File: src/rtl/arm_pkg.sv
// Shared definitions for the fetch front end: state encoding, default widths,
// the NOP encoding and a small occupancy helper.
package arm_pkg;

    localparam int ADDR_W_DEF  = 32;
    localparam int INSTR_W_DEF = 32;

    typedef logic [1:0] state_t;

    localparam state_t S_REQ   = 2'd0;
    localparam state_t S_IDLE  = 2'd1;
    localparam state_t S_FLUSH = 2'd2;

    // mov r0, r0
    localparam logic [INSTR_W_DEF-1:0] NOP_INSTR = 32'hE1A0_0000;

    // Occupancy of the two-entry buffer after one edge of pop/push.
    function automatic logic [1:0] next_occ(input logic [1:0] occ,
                                            input logic       pop,
                                            input logic       push);
        logic [1:0] res;
        res = occ;
        if (pop)  res = res - 2'd1;
        if (push) res = res + 2'd1;
        return res;
    endfunction

endpackage

File: src/rtl/if_fetch_ctrl_if.sv
// Instruction-memory request/acknowledge bus between the fetch sequencer and memory.
interface if_fetch_ctrl_if #(
    parameter int ADDR_W  = 32,
    parameter int INSTR_W = 32
) ();

    logic               imem_req;
    logic [ADDR_W-1:0]  imem_addr;
    logic               imem_ack;
    logic [INSTR_W-1:0] imem_rdata;

    modport master (
        output imem_req,
        output imem_addr,
        input  imem_ack,
        input  imem_rdata
    );

    modport slave (
        input  imem_req,
        input  imem_addr,
        output imem_ack,
        output imem_rdata
    );

endinterface

File: src/rtl/fetch_skid_buf.sv
// Two-entry in-order buffer (head + skid) holding {pc, instruction} words
// returned by memory until the ID side consumes them.
module fetch_skid_buf #(
    parameter int W = 64
) (
    input  logic         clk,
    input  logic         rst_n,
    input  logic         push,
    input  logic         pop,
    input  logic         flush,
    input  logic [W-1:0] din,
    output logic         head_valid,
    output logic [W-1:0] head_data,
    output logic [1:0]   occ
);

    logic         head_v;
    logic         skid_v;
    logic [W-1:0] head_q;
    logic [W-1:0] skid_q;

    // NOTE: the data registers are reset too, because the head word drives
    // instr_out/pc_out directly and those must read zero during reset.
    always_ff @(posedge clk or negedge rst_n) begin
        if (!rst_n) begin
            head_v <= 1'b0;
            skid_v <= 1'b0;
            head_q <= '0;
            skid_q <= '0;
        end else if (flush) begin
            head_v <= 1'b0;
            skid_v <= 1'b0;
        end else if (pop) begin
            if (skid_v) begin
                head_q <= skid_q;
                head_v <= 1'b1;
                skid_v <= push;
                if (push) skid_q <= din;
            end else begin
                head_v <= push;
                if (push) head_q <= din;
            end
        end else if (push) begin
            if (!head_v) begin
                head_q <= din;
                head_v <= 1'b1;
            end else begin
                skid_q <= din;
                skid_v <= 1'b1;
            end
        end
    end

    assign head_valid = head_v;
    assign head_data  = head_q;
    assign occ        = {head_v & skid_v, head_v ^ skid_v};

endmodule

File: src/rtl/if_fetch_ctrl.sv
// Fetch sequencer: owns the fetch PC, issues one memory request per instruction,
// buffers up to two returned words and squashes in-flight fetches on redirects.
module if_fetch_ctrl
    import arm_pkg::*;
#(
    parameter int                ADDR_W   = ADDR_W_DEF,
    parameter int                INSTR_W  = INSTR_W_DEF,
    parameter logic [ADDR_W-1:0] RESET_PC = '0
) (
    input  logic               clk,
    input  logic               rst_n,
    input  logic               freeze,
    input  logic               branch_taken,
    input  logic [ADDR_W-1:0]  branch_addr,
    if_fetch_ctrl_if.master    imem,
    output logic               instr_valid,
    output logic [INSTR_W-1:0] instr_out,
    output logic [ADDR_W-1:0]  pc_out
);

    localparam int W = ADDR_W + INSTR_W;

    state_t              state;
    state_t              state_nxt;
    logic [ADDR_W-1:0]   fetch_pc;
    logic [ADDR_W-1:0]   flush_addr;
    logic [ADDR_W-1:0]   target_pc;
    logic                req_live;
    logic                acked;
    logic                consume;
    logic                push;
    logic [1:0]          occ;
    logic [W-1:0]        head_data;
    logic                unused_baddr_lsb;

    assign target_pc        = {branch_addr[ADDR_W-1:2], 2'b00};
    assign unused_baddr_lsb = ^branch_addr[1:0];

    // Reset holds the request low even though the state register already reads REQ.
    assign req_live = rst_n && (state != S_IDLE);
    assign acked    = req_live && imem.imem_ack;
    assign consume  = instr_valid && !freeze;

    // NOTE: sequential state uses non-blocking assignments so every flop samples
    // the pre-edge values regardless of statement order.
    always_ff @(posedge clk or negedge rst_n) begin
        if (!rst_n) state <= S_REQ;
        else        state <= state_nxt;
    end

    // NOTE: every signal written here gets a default first so no latch is inferred.
    always_comb begin
        state_nxt = state;
        if (branch_taken) begin
            state_nxt = (req_live && !imem.imem_ack) ? S_FLUSH : S_REQ;
        end else begin
            case (state)
                S_REQ:   if (acked && next_occ(occ, consume, 1'b1) == 2'd2) state_nxt = S_IDLE;
                S_IDLE:  if (consume) state_nxt = S_REQ;
                S_FLUSH: if (acked) state_nxt = S_REQ;
                default: state_nxt = S_REQ;
            endcase
        end
    end

    always_comb begin
        imem.imem_req  = req_live;
        imem.imem_addr = (state == S_FLUSH) ? flush_addr : fetch_pc;
        push           = (state == S_REQ) && acked && !branch_taken;
    end

    // flush_addr captures the squashed address only on REQ->FLUSH, so a second
    // branch during FLUSH leaves the outstanding request untouched.
    always_ff @(posedge clk or negedge rst_n) begin
        if (!rst_n) begin
            fetch_pc   <= RESET_PC;
            flush_addr <= '0;
        end else if (branch_taken) begin
            fetch_pc <= target_pc;
            if (state == S_REQ && !imem.imem_ack) flush_addr <= fetch_pc;
        end else if (push) begin
            fetch_pc <= fetch_pc + ADDR_W'(4);
        end
    end

    fetch_skid_buf #(.W(W)) u_buf (
        .clk        (clk),
        .rst_n      (rst_n),
        .push       (push),
        .pop        (consume),
        .flush      (branch_taken),
        .din        ({fetch_pc, imem.imem_rdata}),
        .head_valid (instr_valid),
        .head_data  (head_data),
        .occ        (occ)
    );

    assign pc_out    = head_data[W-1 -: ADDR_W];
    assign instr_out = head_data[INSTR_W-1:0];

endmodule

File: src/flat_wrapper.sv
// flat-port wrapper written by rule: the top's interface ports become plain ports
module if_fetch_ctrl_flat import arm_pkg::*;
#(
    parameter int                ADDR_W   = ADDR_W_DEF,
    parameter int                INSTR_W  = INSTR_W_DEF,
    parameter logic [ADDR_W-1:0] RESET_PC = '0
)
  (clk, rst_n, freeze, branch_taken, branch_addr, instr_valid, instr_out, pc_out, imem_imem_req, imem_imem_addr, imem_imem_ack, imem_imem_rdata);
  if_fetch_ctrl_if #(.ADDR_W(ADDR_W), .INSTR_W(INSTR_W)) imem_i ();
  input  logic clk;
  input  logic rst_n;
  input  logic freeze;
  input  logic branch_taken;
  input  logic [ADDR_W-1:0] branch_addr;
  output logic instr_valid;
  output logic [INSTR_W-1:0] instr_out;
  output logic [ADDR_W-1:0] pc_out;
  output wire logic [$bits(imem_i.imem_req)-1:0] imem_imem_req;
  output wire logic [$bits(imem_i.imem_addr)-1:0] imem_imem_addr;
  input wire logic [$bits(imem_i.imem_ack)-1:0] imem_imem_ack;
  input wire logic [$bits(imem_i.imem_rdata)-1:0] imem_imem_rdata;
  assign imem_imem_req = imem_i.imem_req;
  assign imem_imem_addr = imem_i.imem_addr;
  assign imem_i.imem_ack = imem_imem_ack;
  assign imem_i.imem_rdata = imem_imem_rdata;
  if_fetch_ctrl #(.ADDR_W(ADDR_W), .INSTR_W(INSTR_W), .RESET_PC(RESET_PC)) u_core (.clk(clk), .rst_n(rst_n), .freeze(freeze), .branch_taken(branch_taken), .branch_addr(branch_addr), .imem(imem_i), .instr_valid(instr_valid), .instr_out(instr_out), .pc_out(pc_out));
endmodule
File: config.mk
export PLATFORM = sky130hd
export DESIGN_NAME = if_fetch_ctrl_flat
export DESIGN_NICKNAME = d
export VERILOG_FILES = /design/src/rtl/arm_pkg.sv /design/src/rtl/if_fetch_ctrl_if.sv /design/src/rtl/fetch_skid_buf.sv /design/src/rtl/if_fetch_ctrl.sv /design/src/flat_wrapper.sv
export SDC_FILE = /design/constraint.sdc
export NUM_CORES = 1
export LEC_CHECK = 0
export ABC_AREA = 1
export BUFFER_PORTS_ARGS = -buffer_cell sky130_fd_sc_hd__buf_2
export CORE_ASPECT_RATIO = 1.25
export CORE_MARGIN = 2
export CORE_UTILIZATION = 53
export DETAILED_ROUTE_END_ITERATION = 10
export PLACE_DENSITY = 0.77
export SLEW_MARGIN = 10
export SYNTH_ARGS = -nofsm -noshare
export SYNTH_HDL_FRONTEND = slang
export SYNTH_SLANG_ARGS = --single-unit
File: constraint.sdc
create_clock -name clk -period 2.5 [get_ports clk]
set_input_delay 0.5 -clock clk [delete_from_list [all_inputs] [get_ports clk]]
set_output_delay 0.5 -clock clk [all_outputs]
set_load 0.02 [all_outputs]
# --- Yosys cells after proc, flatten, opt, wreduce, memory -nomap -nowiden ---
# Cells that the tools add are included.
totals:
  elab_cells: 78
  mem_bits_rw: 0
  mem_count: 0
  ff_bits: 196
  input_bits: 69
  latchBits: 0
  rom_bits: 0
  output_inout_bits: 98
classes:
  shifts: 0
  addsub: 3
  n_reduce_logical: 23
  n_mul: 0
  n_eq_ne: 10
  div_mod_pow: 0
  magnitude_cmp: 0
  muxes: 32
  n_bitwise: 3
ops:
  columns: ["op", "count"]
  rows:
  - ["64-bit 2-to-1 mux", 9]
  - ["32-bit 2-to-1 mux", 3]
  - ["32-bit by 3-bit adder with 32-bit output (second input constant)", 1]
  - ["2-bit 2-to-1 mux", 10]
  - ["1-bit 2-to-1 mux", 9]
  - ["3-bit by 2-bit inequality test with 1-bit output (second input constant)", 3]
  - ["1-bit logical AND", 8]
  - ["2-bit nonzero test", 4]
  - ["2-bit one-hot mux with 3 select lines", 1]
  - ["3-bit nonzero test", 2]
  - ["5-bit AND reduction", 1]
  - ["2-bit == test (second input constant)", 2]
  - ["2-bit by 1-bit inequality test with 1-bit output (second input constant)", 2]
  - ["2-bit inequality test (second input constant)", 2]
  - ["2-bit AND reduction", 2]
  - ["4-bit AND reduction", 1]
  - ["1-bit logical NOT", 3]
  - ["3-bit AND reduction", 1]
  - ["2-bit by 1-bit adder with 2-bit output (second input constant)", 1]
  - ["2-bit by 1-bit == test with 1-bit output (second input constant)", 1]
  - ["2-bit logical NOT", 1]
  - ["2-bit by 1-bit subtractor with 2-bit output (second input constant)", 1]
  - ["1-bit AND", 1]
  - ["1-bit NOT", 1]
  - ["1-bit bitwise XOR", 1]

# --- Depth between registers and ports, before layout ---
# Gate-level depths: netlist of the first run.
logic_depth:
  word_depth: 13
  ltp_mapped: 11
  ltp_nobuf: 10

# --- By module ---
# From an unflattened synthesis of the first run, not the netlist that was laid out.
unflattened:
  hier_cells: 1362
  hier_area_um2: 9950.8
modules_own_cells:
  columns: ["module", "instances", "cells_per_inst", "seq_area_each_um2", "area_per_inst_um2"]
  rows:
  - ["fetch_skid_buf", 1, 788, 3253.1, 6068.3]
  - ["if_fetch_ctrl", 1, 574, 1551.5, 3882.5]

# --- Worst setup path before layout of the first run ---
# Ideal clock, no wire load.
synth_timing:
  path_type: "flip-flop to output port"
  from: "register u_core.state[0]"
  to: "output port imem_imem_addr[10]"
  path_stages_with_launch: 5
  required_ns: 2.000
  setup_slack_ns: 0.725
  path_buffers: 1
  arrival_time_ns: 1.275
  cell_sequence: "dfrtp_1 -> nor2_1 -> clkbuf_1 -> nand2_1 -> o21ai_0"
synth_via:
  elab_chain_cells: 2
synth_rtl:
  columns: ["item", "line_no", "rtl"]
  rows:
  - ["from (decl)", "if_fetch_ctrl.sv:23", "state_t state;"]
  - ["from (signal assigned)", "if_fetch_ctrl.sv:48", "else state <= state_nxt;"]
  - ["2-bit == test", "if_fetch_ctrl.sv:68", "imem.imem_addr = (state == S_FLUSH) ? flush_addr : fetch_pc;"]
  - ["32-bit 2-to-1 mux", "if_fetch_ctrl.sv:68", null]
  - ["to (decl)", "flat_wrapper.sv:19", "output wire logic [$bits(imem_i.imem_addr)-1:0] imem_imem_addr;"]
# No other way between the ends.

# --- Worst setup path after layout of the first run ---
layout_timing:
  from: "register u_core.state[0]"
  to: "output port imem_imem_addr[15]"
# The elaborated chain is that of the path after synthesis.

==> results of run 1 <==
-- how the worst max path moves through the flow --
stage | end | depth (start not counted)
2_1_floorplan | imem_imem_addr[10] | 4
5_1_grt | imem_imem_addr[15] | 5
4_1_cts | imem_imem_addr[31] | 5
3_3_place_gp | u_core.fetch_pc[24]$_DFFE_PN0P_ | 10
3_5_place_dp | u_core.u_buf.skid_q[29]$_DFFE_PN0P_ | 10
6_report | imem_imem_addr[15] | 5
-- cell usage after synthesis, drive strengths merged --
cell	count	share of area (%)
a21oi	1	0.055
a22oi	1	0.083
a31oi	1	0.069
a32o	1	0.11
and2	2	0.14
buf	30	2.7
clkbuf	34	1.4
conb	1	0.042
dfrtp	188	52
ha	3	0.42
inv	86	3.6
nand2	418	18
nand3	49	2.9
nand3b	2	0.17
nand4	2	0.14
nor2	66	2.9
o2111ai	1	0.097
o211ai	8	0.67
o21ai	249	14
or2	1	0.069
xor2	8	0.78
-- worst max-delay path: stages (launching register included) --
cell	delay, ps
dfrtp_1	430
nor2_4	140
buf_12	230
nand2_1	90
o21ai_0	160
buf_2	240
-- kinds of logic after synthesis --
| group | count (synthesis) | synth area share [%] |
|---|---|---|
| AND/OR/NAND/NOR | 540 | 23.9 |
| XOR/XNOR | 8 | 0.777 |
| buffers and inverters | 150 | 7.73 |
| flip-flops | 188 | 52.2 |
| other | 1 | 0.0416 |
| adder cells (fa/ha/maj) | 3 | 0.416 |
| AO/OA/AOI/OAI | 262 | 15.0 |
-- state kept, by name (all words and copies together) (netlist names) --
register / cells
u_core.u_buf.skid_q: 62
u_core.state: 2
u_core.u_buf.head_data: 62
u_core.flush_addr: 30
u_core.fetch_pc: 30
u_core.u_buf.head_valid: 1
u_core.u_buf.skid_v: 1
-- per-layer routing --
layer	up-vias	GRT usage (%)
li1	3943	-
met1	3485	34.7
met2	192	40.0
met3	24	3.16
met4	0	7.97
met5	-	0
-- layout make-up --
| cell class | count | area share (%) |
|---|---|---|
| inverter | 86 | 3.08 |
| timing repair buffer | 170 | 9.04 |
| multi-input combinational | 817 | 34.8 |
| clock inverter | 13 | 1.25 |
| tap | 220 | 2.63 |
| sequential | 188 | 44.9 |
| clock buffer | 19 | 4.32 |
-- stage by stage --
| stage | total power [mW] | instance area (um2) |
|---|---|---|
| after floorplan | 5.09 | 9030 |
| after global placement | 5.75 | 9890 |
| after detailed placement | 5.81 | 9890 |
| after CTS | 8.49 | 10500 |
| after global routing | 8.90 | 10500 |
| final | 8.43 | 10500 |
-- power by group through the flow --
stage | combinational, mW | sequential (mW) | clock [mW]
2_1_floorplan | 0.905 | 4.19 | 0
4_1_cts | 1.87 | 3.89 | 2.72
3_5_place_dp | 1.87 | 3.94 | 0
3_3_place_gp | 1.83 | 3.92 | 0
5_1_grt | 2.09 | 3.96 | 2.85
6_report | 1.85 | 3.89 | 2.69
==> impl_metrics.py, run 1 <==
metrics = {
    "layout": {
        "drive_gt1_share_pct": 16.9,
        "nNetsFinal": 1352,
        "n_antenna_cell": 0,
        "final_cell_mix": "nand2_1, dfrtp_1, buf_2",
        "final_util_pct": 62.7,
        "final_common_cell": "nand2_1",
        "fill_cells": 1503,
        "seq_area_um2": 4700,
        "multi_input_area_um2": 3640,
        "layout.cells.non_filler": 1513,
        "area_delta_synth_final_pct": 16.2,
    },
    "placement": {
        "place.gp.congestion": 0.875,
        "io_buffers": 160,
        "placement.setup.worst_slack_ps": 506,
        "place_hpwl_um": 14500,
        "placed_cells": 1481,
    },
    "clock_tree": {
        "cts-resized-gates": 0,
        "clock_latency_ps": 430,
        "cts_sinks": 188,
        "cts_tree": "yes",
        "cts_htree_levels": 4,
        "clock_path_buffers": 2,
        "cts_hold_buf": 0,
        "cts_root_buffer": "clkbuf_16",
        "numCtsBuffers": 17,
        "postCtsSetupBuffers": 0,
        "clk_pin_slew_worst_paths_ps": 70,
    },
    "power_and_ir_drop": {
        "p_seq_share_pct": 46.2,
        "irDropWorstVdd_uv": 373,
        "switching_share_pct": 33.0,
        "p_int_mw": 5.65,
        "netSwitchingPower_mw": 2.78,
        "p_clk_share_pct": 31.9,
        "power_frac_comb_pct": 22.0,
        "cellLeakagePower_nw": 5.49,
        "pwr_density_cell_nw_per_um2": 805,
    },
    "synthesis": {
        "netlist_area_um2": 9010,
        "syn_area_per_cell_um2": 7.83,
        "synthCells": 1152,
        "synth_cell_types": 29,
        "yosys_warnings": 0,
        "yosysSeqAreaShare_pct": 52.2,
        "ys_ff_latch": 188,
    },
    "drt": {
        "drc": 0,
        "drt-met1-wl_um": 9800,
        "routed.top_layer": "met4",
        "vias": 7644,
        "detail_route.iter0.violations": 702,
        "avgViaCountPerCell": 5.05,
        "firstDrtPassIters": 5,
        "dr_wl_met2_um": 10300,
        "ant_nets": 0,
        "wirelength_um": 21400,
        "route.met3.wl_um": 945,
        "wl_per_cell_um": 14.1,
    },
    "global_routing": {
        "grtUsageTotal_pct": 24.7,
        "antenna_found_initial": 0,
        "grt_overflow": 0,
        "grt_pass1_vias": 7054,
        "grt_pass1_wl_um": 35300,
        "grt_start_max_net_pins": 189,
    },
    "status": {
        "outcome": "finished clean",
    },
    "timing": {
        "min_period_ps": 2250,
        "relSlewSlack_pct": 28.8,
        "timing.final.crit_share_pct": 89.9,
        "slew_viol_final": 0,
        "setup_viol": 0,
        "tightest_slew_ps": 1070,
        "setup_ws_ps": 253,
        "rsz0062_at_grt": "false",
        "whs_ps": 261,
        "tns_ps": 0,
        "finClkSkew_ps": 10.6,
        "max_freq_mhz": 445,
        "hold_viol_final": 0,
    },
    "floorplan": {
        "die_w_um": 121,
        "coreArea_um2": 16700,
        "die-area_um2": 18100,
        "die_height_um": 150,
        "top_level_ports": 167,
        "start_util_pct": 53.9,
        "rows": 53,
    },
    "critical_path": {
        "critPathCaptureType": "output pin",
        "crit_type": "flop to output pin",
        "reg2reg_slack_ps": 570,
        "worst_r2r_endpoint": "u_core.fetch_pc[24]$_DFFE_PN0P_",
        "rr_worst_depth": 10,
        "r2r_start": "u_core.fetch_pc[3]$_DFFE_PN0P_",
        "path_max_fanout": 62,
        "crit_required_ps": 2000,
        "start_kind": "flop",
        "arrival_ps": 1750,
        "critPathLaunch": "u_core.state[0]$_DFFE_PN0P_",
    },
    "min_path": {
        "hp-class": "input pin to async pin",
    },
    "job": {
        "max_cap_violations": 0,
    },
}
No activity file was read; power rests on OpenSTA's default activity.
==> inputs of run 2 (changes only) <==
Settings changed: PLACE_DENSITY 0.77 to 0.76, SYNTH_HIERARCHICAL set to 1.
==> impl_metrics.py, run 2 <==
metrics = {
    "clock_tree": {
        "cts_root_buffer": "clkbuf_16",
        "cts_sinks": 192,
        "clock_latency_ps": 430,
        "numCtsBuffers": 17,
        "cts_htree_levels": 4,
        "cts_hold_buf": 0,
        "clock_path_buffers": 2,
        "cts_tree": "yes",
        "clk_pin_slew_worst_paths_ps": 70,
    },
    "placement": {
        "place.gp.congestion": 0.891,
        "io_buffers": 162,
        "placement.setup.worst_slack_ps": 392,
        "place_hpwl_um": 17600,
    },
    "layout": {
        "area_delta_synth_final_pct": 16.0,
        "nNetsFinal": 1562,
        "drive_gt1_share_pct": 17.7,
        "final_cell_mix": "nand2_1, dfrtp_1, buf_2",
        "n_antenna_cell": 0,
        "fill_cells": 1700,
        "final_common_cell": "nand2_1",
    },
    "drt": {
        "wirelength_um": 26100,
        "avgViaCountPerCell": 5.32,
        "drc": 0,
        "ant_nets": 0,
        "vias": 9231,
        "firstDrtPassIters": 5,
        "wl_per_cell_um": 15.0,
        "detail_route.iter0.violations": 714,
    },
    "synthesis": {
        "synth_cell_types": 30,
        "ys_ff_latch": 192,
        "synthCells": 1362,
        "netlist_area_um2": 9950,
        "yosysSeqAreaShare_pct": 48.3,
        "synth_top_area_share_pct": 48.3,
        "yosys_most_used_dff": "dfrtp_1",
        "synthArstFlopShare_pct": 100,
        "synth_area_leaders": "dfrtp_1, nand2_1, nand3_1",
        "synth.most_common_cell": "nand2_1",
        "yosys_warnings": 6,
        "syn_area_per_cell_um2": 7.31,
        "synth_edf_count": 0,
        "yosys.area.top_type": "dfrtp_1",
        "synthTopCellsByCount": "nand2_1, dfrtp_1, nand3_1",
    },
    "global_routing": {
        "grt_overflow": 0,
        "antenna_found_initial": 0,
        "grt_pass1_vias": 8712,
        "grt_start_max_net_pins": 162,
        "grtUsageTotal_pct": 26.9,
        "grt_pass1_wl_um": 43000,
    },
    "timing": {
        "tightest_slew_ps": 1060,
        "setup_ws_ps": 249,
        "timing.final.crit_share_pct": 90.0,
        "setup_viol": 0,
        "relSlewSlack_pct": 29.2,
        "finClkSkew_ps": 11.0,
        "hold_viol_final": 0,
        "min_period_ps": 2250,
        "slew_viol_final": 0,
        "tns_ps": 0,
        "max_freq_mhz": 444,
        "rsz0062_at_grt": "false",
    },
    "power_and_ir_drop": {
        "p_int_mw": 6.08,
        "power_frac_comb_pct": 24.8,
        "p_clk_share_pct": 30.0,
        "pwr_density_cell_nw_per_um2": 808,
        "p_seq_share_pct": 45.2,
        "cellLeakagePower_nw": 6.30,
        "netSwitchingPower_mw": 3.24,
        "switching_share_pct": 34.8,
        "irDropWorstVdd_uv": 476,
    },
    "min_path": {
        "hp-class": "input pin to async pin",
    },
    "status": {
        "outcome": "finished clean",
    },
    "critical_path": {
        "crit_type": "flop to output pin",
        "arrival_ps": 1750,
        "start_kind": "flop",
        "crit_required_ps": 2000,
        "path_max_fanout": 61,
        "critPathCaptureType": "output pin",
    },
    "floorplan": {
        "top_level_ports": 167,
        "coreArea_um2": 18600,
        "rows": 56,
        "die-area_um2": 19900,
        "start_util_pct": 53.6,
        "die_height_um": 157,
        "die_w_um": 127,
    },
    "job": {
        "max_cap_violations": 0,
    },
}
==> run 2: power by group through the flow <==
stage	Clock (mW)	Sequential [mW]	Combinational, mW
CTS	2.84	4.21	2.33
detailed placement	0	4.27	2.32
floorplan	0	4.58	1.13
finish	2.79	4.21	2.31
global placement	0	4.24	2.28
global route	2.96	4.31	2.60
==> run 2: kinds of logic after synthesis <==
logic type,share of synthesized area [%]
compound gates,4.56
xor+xnor,0.616
fa+ha+maj,0.251
buf+inv,6.63
flops,48.3
other cells,0.0377
simple gates,39.6
==> run 2: final timing paths <==
check	cells past startpoint	startpoint	to	slack, ps
min	2	rst_n	u_core/fetch_pc[21]$_DFFE_PN0P_	140
max	5	u_core/state[0]$_DFFE_PN0P_	imem_imem_addr[12]	250
min in group clk	3	branch_addr[18]	u_core/fetch_pc[18]$_DFFE_PN0P_	290
min reg2reg	2	u_core/u_buf/skid_q[36]$_DFFE_PN0P_	u_core/u_buf/skid_q[36]$_DFFE_PN0P_	470
max reg2reg	12	u_core/state[0]$_DFFE_PN0P_	u_core/u_buf/head_data[33]$_DFFE_PN0P_	460
max in group asynchronous	2	rst_n	u_core/u_buf/skid_v$_DFFE_PN0P_	1400
==> run 2: routing by layer <==
layer | global-route usage, % | share of wire (%) | wire length, um
met1 | 34.6 | 43 | 11200
met2 | 44.8 | 48 | 12400
met3 | 4.93 | 6.2 | 1620
met4 | 11.4 | 3.3 | 848
met5 | 0 | 0 | 0
==> run 2: area by class of cell <==
class	instances	area [um2]	area share (%)
Multi-Input combinational cell	1035	4530	39.3
Tap cell	232	290	2.51
Inverter	57	214	1.85
Clock inverter	13	155	1.34
Clock buffer	19	453	3.92
Sequential cell	192	4810	41.6
Timing Repair Buffer	188	1090	9.47
==> run 2: what timing repair did <==
action | CTS | global route
gates resized for setup | 0 | 1
setup endpoints to repair | 0 | 5
buffers inserted | 0 | 0
==> run 2: critical path: stages, from the launching register on <==
cell,delay (ps)
dfrtp_1,450
nor2_4,130
buf_6,310
nand2_1,80
o21ai_0,110
buf_2,200
==> run 2: per-stage QoR <==
step	utilization, %	cell area (um2)	power (mW)	instances	hold WS (ps)
after floorplan	-	9970	5.70	1367	204
after global placement	58.9	10900	6.52	1704	453
after detailed placement	58.9	10900	6.59	1704	459
after CTS	62.1	11500	9.39	1736	165
after global routing	62.2	11500	9.86	1736	177
final	62.2	11500	9.32	1736	137
